`src/rtl/serial_sub_pkg.sv`:
```
// Shared definitions for the bit-serial subtractor: FSM state encoding and sizing helper.
// Latency: n/a (package only).
// Backpressure: n/a (package only).
package serial_sub_pkg;

   // FSM states. The 2-bit encoding is fixed so that anything decoding state
   // outside the top module sees stable values.
   typedef enum logic [1:0] {
      ST_IDLE = 2'd0,
      ST_RUN  = 2'd1,
      ST_DONE = 2'd2
   } state_t;

   // The bit counter must hold the values 0..width, so it needs clog2(width+1) bits.
   function automatic int cnt_width(input int width);
      return $clog2(width + 1);
   endfunction

endpackage : serial_sub_pkg

```
`src/rtl/half_subtractor.sv`:
```
// One-bit half subtractor, purely combinational: diff = x - y, bout = borrow out.
// Latency: 0 cycles (combinational).
// Backpressure: none; no handshake.
// Ports: x (minuend bit), y (subtrahend bit), diff (x ^ y), bout (~x & y).
module half_subtractor (
   input  logic x,
   input  logic y,
   output logic diff,
   output logic bout
);

   assign diff = x ^ y;
   assign bout = ~x & y;

endmodule : half_subtractor

```
`src/rtl/serial_half_sub.sv`:
```
// Bit-serial unsigned subtractor: diff = a_in - b_in mod 2^WIDTH, borrow = (a_in < b_in), LSB first.
// Latency: WIDTH+1 edges from the accepting edge (inclusive) to done; next accept WIDTH+2 cycles later.
// Backpressure: start is only honoured in IDLE; requests made while busy or done are dropped, not queued.
// Ports: clk, rst (sync, active-high); start, a_in, b_in (request + operands);
//        busy (RUN), done (1-cycle DONE pulse), diff/borrow (registered result, held between ops).
module serial_half_sub
   import serial_sub_pkg::*;
#(
   parameter int WIDTH = 8
) (
   input  logic             clk,
   input  logic             rst,
   input  logic             start,
   input  logic [WIDTH-1:0] a_in,
   input  logic [WIDTH-1:0] b_in,
   output logic             busy,
   output logic             done,
   output logic [WIDTH-1:0] diff,
   output logic             borrow
);

   localparam int             CW   = cnt_width(WIDTH);
   localparam logic [CW-1:0]  LAST = CW'(WIDTH - 1);

   state_t           state;
   logic [WIDTH-1:0] a_sh;     // minuend, shifted right one bit per RUN cycle
   logic [WIDTH-1:0] b_sh;     // subtrahend, shifted in lockstep with a_sh
   logic [WIDTH-1:0] res_sh;   // partial result, filled from the MSB end
   logic             br;       // running borrow between bit positions
   logic [CW-1:0]    bit_cnt;  // index of the bit processed on the next RUN edge

   // Full-subtractor step from two half subtractors:
   //   stage 0: a - b        -> partial difference, borrow when a=0,b=1
   //   stage 1: partial - br -> final bit, borrow when partial=0,br=1
   // The two stage borrows are mutually exclusive, so OR-ing them gives
   // br_next = (~a & b) | (~(a ^ b) & br).
   logic hs0_d;
   logic hs0_b;
   logic hs1_b;
   logic step_d;
   logic step_br;

   half_subtractor u_hs0 (
      .x    (a_sh[0]),
      .y    (b_sh[0]),
      .diff (hs0_d),
      .bout (hs0_b)
   );

   half_subtractor u_hs1 (
      .x    (hs0_d),
      .y    (br),
      .diff (step_d),
      .bout (hs1_b)
   );

   assign step_br = hs0_b | hs1_b;

   // After WIDTH shifts from the MSB end, bit 0's result has reached bit 0.
   logic [WIDTH-1:0] res_next;
   assign res_next = {step_d, res_sh[WIDTH-1:1]};

   always_ff @(posedge clk) begin
      if (rst) begin
         state   <= ST_IDLE;
         a_sh    <= '0;
         b_sh    <= '0;
         res_sh  <= '0;
         br      <= 1'b0;
         bit_cnt <= '0;
         diff    <= '0;
         borrow  <= 1'b0;
      end else begin
         case (state)
            ST_IDLE: begin
               if (start) begin
                  a_sh    <= a_in;
                  b_sh    <= b_in;
                  res_sh  <= '0;
                  br      <= 1'b0;
                  bit_cnt <= '0;
                  state   <= ST_RUN;
               end
            end

            ST_RUN: begin
               a_sh    <= a_sh >> 1;
               b_sh    <= b_sh >> 1;
               res_sh  <= res_next;
               br      <= step_br;
               bit_cnt <= bit_cnt + 1'b1;
               // Publish the result on the same edge that processes the
               // last bit, so diff/borrow are valid throughout DONE.
               if (bit_cnt == LAST) begin
                  diff   <= res_next;
                  borrow <= step_br;
                  state  <= ST_DONE;
               end
            end

            ST_DONE: begin
               state <= ST_IDLE;
            end

            default: begin
               state <= ST_IDLE;
            end
         endcase
      end
   end

   // Status is a pure decode of registered state: no input-to-output path.
   assign busy = (state == ST_RUN);
   assign done = (state == ST_DONE);

endmodule : serial_half_sub

```
`config.mk`:
```
export PLATFORM = sky130hd
export DESIGN_NAME = serial_half_sub
export DESIGN_NICKNAME = d
export VERILOG_FILES = /design/src/rtl/serial_sub_pkg.sv /design/src/rtl/half_subtractor.sv /design/src/rtl/serial_half_sub.sv
export SDC_FILE = /design/constraint.sdc
export NUM_CORES = 1
export LEC_CHECK = 0
export BUFFER_PORTS_ARGS = -buffer_cell sky130_fd_sc_hd__buf_4
export CELL_PAD_IN_SITES_DETAIL_PLACEMENT = 0
export CELL_PAD_IN_SITES_GLOBAL_PLACEMENT = 1
export CORE_UTILIZATION = 42
export CTS_CLUSTER_DIAMETER = 50
export DETAILED_ROUTE_END_ITERATION = 7
export PLACE_DENSITY = 0.78
export SYNTH_ARGS = -nofsm -noshare
export SYNTH_HDL_FRONTEND = slang
export SYNTH_SLANG_ARGS = --single-unit
```
`constraint.sdc`:
```
create_clock -name clk -period 1.7 [get_ports clk]
set_input_delay 0.255 -clock clk [delete_from_list [all_inputs] [get_ports clk]]
set_output_delay 0.255 -clock clk [all_outputs]
set_load 0.05 [all_outputs]
```
==> flow_summary.json <==
{
  "grt_pass1_wl_mm": 5.865,
  "drc_errors": 0,
  "final_max_slew_viol_count": 0,
  "synthesis.area_mm2": 0.001653,
  "cts_buffers": 5,
  "areaGrowthSynthToFinish_pct": 18.24,
  "leakagePower_nw": 0.7796,
  "setup_viol": 0,
  "crit_arrival_ps": 1350,
  "cp_max_fo": 11,
  "postCtsSetupBuffers": 0,
  "fmax_mhz": 621.7,
  "ir_drop_mv": 0.6689,
  "ys_seq_area_share_pct": 47.24,
  "synth_nets": 181,
  "final_antenna_net_count": 0,
  "die_h_um": 64.73,
  "met3RoutedLength_um": 138,
  "synth_area_leader_cell": "dfxtp_1",
  "via_count": 1298,
  "grt_usage_pct": 18.46,
  "maxCapViolations": 0,
  "setup.worst_path.class": "reg2out",
  "crit_required_ps": 1440,
  "port_buffers": 29,
  "placed_cells": 230,
  "end_kind": "output pin",
  "start_util_pct": 44.48,
  "die-area_mm2": 0.004190,
  "status": "finished clean",
  "clk_path_buf_depth": 2,
  "ys_warn_count": 0,
  "tns_ps": 0,
  "worst_pin_slew_ps": 425.1,
  "layout.cells.non_filler": 237,
  "syn-instance-count": 160,
  "drt_iter0_markers": 50,
  "h-tree-depth": 2,
  "synth_area_per_cell_um2": 10.33,
  "drt-met1-wl_mm": 1.593,
  "synth_area_leaders": "dfxtp_1 47%, a22o_1 5.3%, a21bo_1 4.8%",
  "synth-seq-cells": 39,
  "p_total_mw": 1.867,
  "highest_layer": "met4",
  "clock-sinks": 39,
  "grt_max_degree": 27,
  "wl_mm": 3.480,
  "postCtsHoldBufs": 0,
  "place_hpwl_mm": 2.444,
  "dr.pass1.iters": 4,
  "yosys.area.top_type_share_pct": 47.24,
  "route.detailed.wl_per_inst_um": 14.68,
  "rsz0062_at_grt": "false",
  "cts_resized": 0,
  "clk_pin_slew_worst_paths_ps": 70,
  "ioPinCount": 30,
  "num_rows": 22,
  "slew_headroom_pct": 71.54,
  "finalHoldViolations": 0,
  "grt_pass1_vias": 1262,
  "routed-wl-met2_mm": 1.703,
  "cts-root-buf": "clkbuf_8",
  "nFillCells": 354,
  "drive_gt1_share_pct": 25.93,
  "hold_path.class": "in2reg",
  "routabilityCongestion": 0.7512,
  "fin_crit_sh_pct": 94.61,
  "fp.coreArea_mm2": 0.003716,
  "cts_tree": "yes",
  "via_per_inst": 5.477,
  "clock_skew_ps": 4.112,
  "layout_min_cycle_time_ps": 1608,
  "antenna_found_initial": 0,
  "hold_ws_ps": 185.4,
  "layout.nets": 210,
  "insertion_delay_ps": 290,
  "die_w_um": 64.73,
  "grt-ovfl-total": 0,
  "synth.distinct_cells": 33,
  "diodes": 0,
  "start_kind": "flop",
  "p_per_area_mw_per_mm2": 955.1
}
-- critical path: stages (launching register included) --
cell and delay (ps):
dfxtp_1 510, nand2b_2 130, inv_2 180, buf_4 230
-- through the flow --
step	cell area, um2	util [%]	setup WS [ps]
final	1954	52.59	91.61
after floorplan	1653	-	208.6
after global routing	1954	52.59	25.34
after global placement	1867	50.24	374.5
after CTS	1954	52.59	83.04
after detailed placement	1867	50.24	321.8
-- report_power, final --
part	internal, mW	switching [mW]
combinational	0.110	0.135
clock	0.318	0.305
sequential	0.962	0.0361
-- Yosys cell counts --
cell type  instances
dfxtp_1           39
nor2_1            16
a211oi_1          10
a21oi_1           10
a22o_1            10
nand3_1           10
a21bo_1            8
o2bb2ai_1          6
a221o_1            5
and2_1             5
buf_6              5
buf_4              4
nand2b_1           4
o22ai_1            4
inv_1              3
clkbuf_1           2
inv_2              2
nand2_1            2
a211oi_2           1
a31oi_1            1
and2_4             1
and3b_1            1
fa_1               1
ha_1               1
nand2b_2           1
nor2_2             1
nor2_4             1
nor2b_1            1
nor4b_4            1
o21ba_4            1
o21bai_1           1
o32a_1             1
or3_1              1
-- metal layers --
layer | vias to the layer above | track usage [%]
li1 | 647 | -
met2 | 20 | 30.99
met4 | 0 | 5.833
met5 | - | 0
met1 | 625 | 22.09
met3 | 6 | 5.986
-- registers in the layout (all words and copies together), names as in the netlist --
name     flops
state        2
br           1
a_sh         8
b_sh         8
borrow       1
diff         8
bit_cnt      4
res_sh       7
-- cell families (layout without fill, tap and decap cells) --
| logic type | Yosys count | count (layout) | share of synthesized area [%] |
|---|---|---|---|
| AO/OA/AOI/OAI | 58 | 58 | 28.62 |
| adder cells (fa/ha/maj) | 2 | 2 | 1.968 |
| buffers and inverters | 16 | 45 | 6.813 |
| flip-flops | 39 | 39 | 47.24 |
| AND/OR/NAND/NOR | 45 | 45 | 15.37 |
-- cells in the final DEF, fill, tap and decap left out, types with 4 or more instances in the layout --
cell type  Yosys  routed
and2_1         5       5
a21oi_1       10      10
a21bo_1        8       8
buf_4          4      33
o22ai_1        4       4
nand2b_1       4       4
a211oi_1      10      10
clkbuf_8       0       6
dfxtp_1       39      39
nand3_1       10      10
a221o_1        5       5
nor2_1        16      16
o2bb2ai_1      6       6
a22o_1        10      10
-- layout make-up --
cell class	instances	area [um2]	share of cell area (%)
Clock buffer	6	82.58	4.225
Tap cell	48	60.06	3.073
Multi-Input combinational cell	105	759.5	38.86
Timing Repair Buffer	33	247.7	12.68
Clock inverter	1	5.005	0.2561
Sequential cell	39	780.7	39.95
Inverter	5	18.77	0.9603
-- final timing paths --
check,start,endpoint,slack [ps],cells past startpoint
min reg2reg,br,br,480,1
max reg2reg,bit_cnt[0],borrow,320,5
max,state[0],busy,90,3
min,a_in[7],a_sh[7],190,2
Note: power is estimated with default switching activity, not from simulation.
